===== src/rtl/core_pkg.sv =====
// Shared encodings for the RV32I core front end: pcSrc select codes, fetch FSM states, reset NOP.
// No logic, no latency.
// No flow control; types and constants only.
package core_pkg;

    // pcSrc encodings driven by the control unit
    localparam logic [1:0] PCSRC_PLUS4  = 2'b00;
    localparam logic [1:0] PCSRC_JAL    = 2'b01;
    localparam logic [1:0] PCSRC_BRANCH = 2'b10;
    localparam logic [1:0] PCSRC_JALR   = 2'b11;

    // addi x0, x0, 0 -- harmless word held in instr until the first real fetch lands
    localparam logic [31:0] NOP_INSTR = 32'h0000_0013;

    typedef enum logic [1:0] {
        BOOT  = 2'b00,
        FETCH = 2'b01,
        READY = 2'b10
    } fetch_state_t;

endpackage


===== src/rtl/pc_next_calc.sv =====
// Next-PC selector: PC+4, PC-relative (JAL/branch) or JALR target with bit 0 cleared.
// Purely combinational, zero cycles.
// No flow control; the caller decides when the result is sampled.
module pc_next_calc
    import core_pkg::*;
(
    input  logic [31:0] pc,
    input  logic [1:0]  pcSrc,
    input  logic [31:0] immPc,
    input  logic [31:0] jalrTarget,
    output logic [31:0] nextPc,
    output logic        misaligned
);

    // Select the successor PC; all adds wrap mod 2^32 by construction
    always_comb begin
        nextPc = pc + 32'd4;
        case (pcSrc)
            PCSRC_PLUS4:  nextPc = pc + 32'd4;
            PCSRC_JAL,
            PCSRC_BRANCH: nextPc = pc + immPc;
            PCSRC_JALR:   nextPc = jalrTarget & ~32'h0000_0001;
            default:      nextPc = pc + 32'd4;
        endcase
    end

    // JALR already has bit 0 cleared, so in practice only bit 1 can flag here
    assign misaligned = (nextPc[1:0] != 2'b00);

endmodule


===== src/rtl/fetch_unit.sv =====
// Instruction fetch: holds PC, fetches over a req/valid imem handshake, hands the word to decode.
// BOOT->FETCH 1 cycle after reset; FETCH lasts until imemValid; READY until advance (2 cycles/instr min).
// imemReq held with a stable address until imemValid; instr held in READY until the core advances.
// Macro FETCH_MISALIGN_TRAP_EN: misaligned next PC redirects to TRAP_VEC with a one-cycle fetchFault
// pulse; without it the next PC is silently word-aligned and fetchFault is tied low.
module fetch_unit #(
    parameter logic [31:0] RESET_PC = 32'h0000_0000,
    parameter logic [31:0] TRAP_VEC = 32'h0000_0100
) (
    input  logic        clk,
    input  logic        reset,
    input  logic [1:0]  pcSrc,
    input  logic [31:0] immPc,
    input  logic [31:0] jalrTarget,
    input  logic        advance,
    output logic        imemReq,
    output logic [31:0] imemAddr,
    input  logic [31:0] imemRdata,
    input  logic        imemValid,
    output logic [31:0] instr,
    output logic        instrValid,
    output logic [31:0] pc,
    output logic [31:0] pcPlus4,
    output logic        fetchFault
);

    import core_pkg::*;

    fetch_state_t state_q, state_d;
    logic [31:0]  pc_q, pc_d;
    logic [31:0]  instr_q, instr_d;

    logic [31:0]  next_pc;
    logic         misaligned;
    logic [31:0]  pc_target;
    logic         fault_d;

    pc_next_calc u_pc_next_calc (
        .pc         (pc_q),
        .pcSrc      (pcSrc),
        .immPc      (immPc),
        .jalrTarget (jalrTarget),
        .nextPc     (next_pc),
        .misaligned (misaligned)
    );

`ifdef FETCH_MISALIGN_TRAP_EN
    logic fault_q;

    assign pc_target = misaligned ? TRAP_VEC : next_pc;

    // Fault flag is registered so it pulses in the cycle after the redirecting advance
    always_ff @(posedge clk) begin
        if (reset) begin
            fault_q <= 1'b0;
        end else begin
            fault_q <= fault_d;
        end
    end

    assign fetchFault = fault_q;
`else
    logic [34:0] unused_cfg;

    // Low bits are dropped: a misaligned target is quietly rounded down to a word
    assign pc_target  = {next_pc[31:2], 2'b00};
    assign fetchFault = 1'b0;
    assign unused_cfg = {TRAP_VEC, fault_d, next_pc[1:0]};
`endif

    // State, PC and instruction registers; reset abandons any fetch in flight
    always_ff @(posedge clk) begin
        if (reset) begin
            state_q <= BOOT;
            pc_q    <= RESET_PC;
            instr_q <= NOP_INSTR;
        end else begin
            state_q <= state_d;
            pc_q    <= pc_d;
            instr_q <= instr_d;
        end
    end

    // Next-state and handshake outputs; imemValid only counts in FETCH, advance only in READY
    always_comb begin
        state_d    = state_q;
        pc_d       = pc_q;
        instr_d    = instr_q;
        fault_d    = 1'b0;
        imemReq    = 1'b0;
        instrValid = 1'b0;
        case (state_q)
            BOOT: begin
                state_d = FETCH;
            end
            FETCH: begin
                imemReq = 1'b1;
                if (imemValid) begin
                    instr_d = imemRdata;
                    state_d = READY;
                end
            end
            READY: begin
                instrValid = 1'b1;
                if (advance) begin
                    pc_d    = pc_target;
                    fault_d = misaligned;
                    state_d = FETCH;
                end
            end
            default: begin
                state_d = BOOT;
            end
        endcase
    end

    assign imemAddr = pc_q;
    assign pc       = pc_q;
    assign pcPlus4  = pc_q + 32'd4;
    assign instr    = instr_q;

endmodule


===== config.mk =====
export PLATFORM = sky130hd
export DESIGN_NAME = fetch_unit
export DESIGN_NICKNAME = d
export VERILOG_FILES = /design/src/rtl/core_pkg.sv /design/src/rtl/pc_next_calc.sv /design/src/rtl/fetch_unit.sv
export SDC_FILE = /design/constraint.sdc
export NUM_CORES = 1
export LEC_CHECK = 0
export CORE_MARGIN = 2
export CORE_UTILIZATION = 47
export CTS_CLUSTER_DIAMETER = 60
export DETAILED_ROUTE_END_ITERATION = 10
export PLACE_DENSITY = 0.88
export SKIP_CTS_REPAIR_TIMING = 1
export SYNTH_ARGS = -nofsm -noshare
export SYNTH_HDL_FRONTEND = slang
export SYNTH_SLANG_ARGS = --single-unit

===== constraint.sdc =====
create_clock -name clk -period 5.5 [get_ports clk]
set_clock_uncertainty 0.1 [all_clocks]
set_input_delay 1.375 -clock clk [delete_from_list [all_inputs] [get_ports clk]]
set_output_delay 1.375 -clock clk [all_outputs]
set_load 0.005 [all_outputs]

==> flow_summary.json, run 1 <==
{
  "status": "completed",
  "portBuffers": 221,
  "die_area_um2": 12400,
  "hold_viol": 0,
  "pwr-share-seq_pct": 33.3,
  "synth_top_cell_by_area": "dfxtp_1",
  "setup_slack_ns": 0.807,
  "syn_avg_cell_area_um2": 7.28,
  "vias": 6269,
  "cts_tree": "yes",
  "cts_root_buf": "clkbuf_16",
  "max_freq_mhz": 213,
  "start_util_pct": 47.8,
  "crit_start": "imemAddr[2]",
  "io_pins": 233,
  "critPathRequiredTime_ns": 4.03,
  "ant_nets": 0,
  "p_sw_mw": 0.391,
  "cts_buffer_depth": 2,
  "synthTopCellsByCount": "122 x nand2_1, 86 x a21oi_1, 64 x dfxtp_1, 40 x clkbuf_1, 39 x nor2_1",
  "holdPathEnd": "instr[2]",
  "yosysMostFrequentCell": "nand2_1",
  "ys_seq_area_share_pct": 23.7,
  "wire_per_inst_um": 18.0,
  "yosys_warnings": 0,
  "relSlewSlack_pct": 45.6,
  "endpoint_kind": "primary output",
  "clkLatencyLatePin_ns": 0.34,
  "place_inst": 1042,
  "routed_wirelength_um": 19000,
  "comb_power_share_pct": 21.1,
  "dr.pass1.iters": 5,
  "area_delta_synth_final_pct": 44.0,
  "initialDrtViolationCount": 429,
  "cp_max_fo": 9,
  "min_period_ns": 4.69,
  "p_per_area_nw_per_um2": 192,
  "drive_gt1_share_pct": 4.59,
  "grtUsageTotal_pct": 29.7,
  "switching_share_pct": 26.1,
  "hold_path_depth": 2,
  "start_kind": "flip-flop",
  "antenna_found_initial": 0,
  "cts_made_buffers": 9,
  "setup_violations": 0,
  "slew_viol_final": 0,
  "ys_ff_latch": 64,
  "hp-class": "reg2reg",
  "syn_area_um2": 5410,
  "leakage_nw": 3.08,
  "place_hpwl_um": 13800,
  "fp-row-count": 39,
  "r2r-end": "imemAddr[24]",
  "numClockSinks": 64,
  "crit_type": "reg2out",
  "synth_top_area_share_pct": 23.7,
  "htreeDepth": 3,
  "grt-ovfl-total": 0,
  "grt_pass1_wl_um": 30100,
  "synthTopCellsByArea": "dfxtp_1 24%, nand2_1 8.5%, a21oi_1 8.0%",
  "grt_pass1_vias": 5868,
  "tightest_slew_ns": 0.810,
  "yosysUniqueCellTypes": 71,
  "rrSetupSlack_ns": 2.25,
  "syn-instance-count": 744,
  "final_cells": 1058,
  "ff2ff_path_depth": 11,
  "cts.clk_slew.worst_paths_ns": 0.05,
  "p_clk_share_pct": 45.6,
  "design_area_um2": 7790,
  "final.period_utilization_pct": 85.3,
  "globalplace.congestion": 1.01,
  "die_x_um": 111,
  "synth_ff_type": "dfxtp_1",
  "core_area_um2": 11300,
  "fin_tns_setup_ns": 0,
  "diodes": 0,
  "die_y_um": 111,
  "dpl_worst_slack_ns": 1.09,
  "dpl-instance-area_um2": 7440,
  "synth_edf_count": 0,
  "worstHoldStart": "instr[2]",
  "grt_max_degree": 44,
  "vias_per_cell": 5.93,
  "ir_drop_v": 0.000144,
  "p_int_mw": 1.11,
  "synthArstFlopShare_pct": 0,
  "fin_nets": 1045,
  "rsz0062_at_grt": "false",
  "cap_violations": 0,
  "reg2reg_from": "imemAddr[2]",
  "crit_arrival_ns": 3.22,
  "drcViolationCount": 0
}
## cells by family (layout without fill, tap and decap cells)
group           Yosys count  after routing  synth area share (%)
simple gates            263            263                  22.8
compound gates          227            227                  27.2
buf+inv                 106            271                  10.2
flops                    64             64                  23.7
xor+xnor                 49             49                  8.07
fa+ha+maj                33             33                  7.77
other cells               1              7                0.0693
mux                       1              1                 0.185
## layout make-up
cell class	instances	area (µm²)
clock buffers	10	239
inverters	24	90.1
fillers	984	3530
flip-flops and latches	64	1280
clock inverters	6	116
repair buffers	231	2280
well taps	143	179
multi-input cells	580	3610
## critical path, stage by stage (launching register included)
cell and delay, ns:
dfxtp_1 0.52, ha_1 0.31, nand3_2 0.13, or2_0 0.45, or3_4 0.56, nor2_1 0.19
xor2_1 0.20, clkdlybuf4s50_1 0.53
## per-stage QoR
stage	utilization, %	hold WS (ns)	total power [mW]
floorplan	-	0.353	0.662
global placement	65.7	0.341	0.813
detailed placement	65.7	0.346	0.817
CTS	68.8	0.354	1.50
global route	68.8	0.375	1.55
finish	68.8	0.352	1.50
## worst max-delay path by stage
stage | end | slack (ns) | depth (start not counted)
detailed placement | imemAddr[24] | 1.09 | 12
floorplan | imemAddr[20] | 1.90 | 11
finish | pcPlus4[22] | 0.81 | 7
CTS | pcPlus4[22] | 0.84 | 7
global placement | imemAddr[24] | 1.10 | 12
global route | pcPlus4[24] | 0.71 | 7
## sequential cells by signal, summed over array words and instances (netlist names)
signal,cells
imemAddr,30
instr,32
state_q,2
## layout by cell type (no fill, tap or decap), drive strengths merged, types with 24 or more instances in the layout
cell type and instances:
clkdlybuf4s50 220, o21ai 32, xnor2 29, inv 24, ha 32, dfxtp 64, a21oi 87, nand2 122
nor3 25, nor2 40
## metal layers
| metal | vias to the layer above | track usage, % | share of wire, % |
|---|---|---|---|
| met5 | - | 0 | 0 |
| met4 | 0 | 10.6 | 2.8 |
| met3 | 52 | 4.65 | 9.3 |
| met2 | 377 | 49.8 | 48 |
| met1 | 2875 | 38.9 | 40 |
| li1 | 2965 | - | - |
## power by group through the flow
stage | Combinational, mW | Sequential [mW] | Clock, mW
2_1_floorplan | 0.155 | 0.507 | 0
3_3_place_gp | 0.306 | 0.507 | 0
3_5_place_dp | 0.309 | 0.508 | 0
4_1_cts | 0.312 | 0.498 | 0.691
5_1_grt | 0.339 | 0.501 | 0.711
6_report | 0.315 | 0.499 | 0.683
(Power assumes the default switching activity.)
==> run 2: changes to the inputs <==
CAP_MARGIN = 20   (was not set)
==> results of run 2 <==
No change in the layout: final DEF, timing and power equal those of run 1.
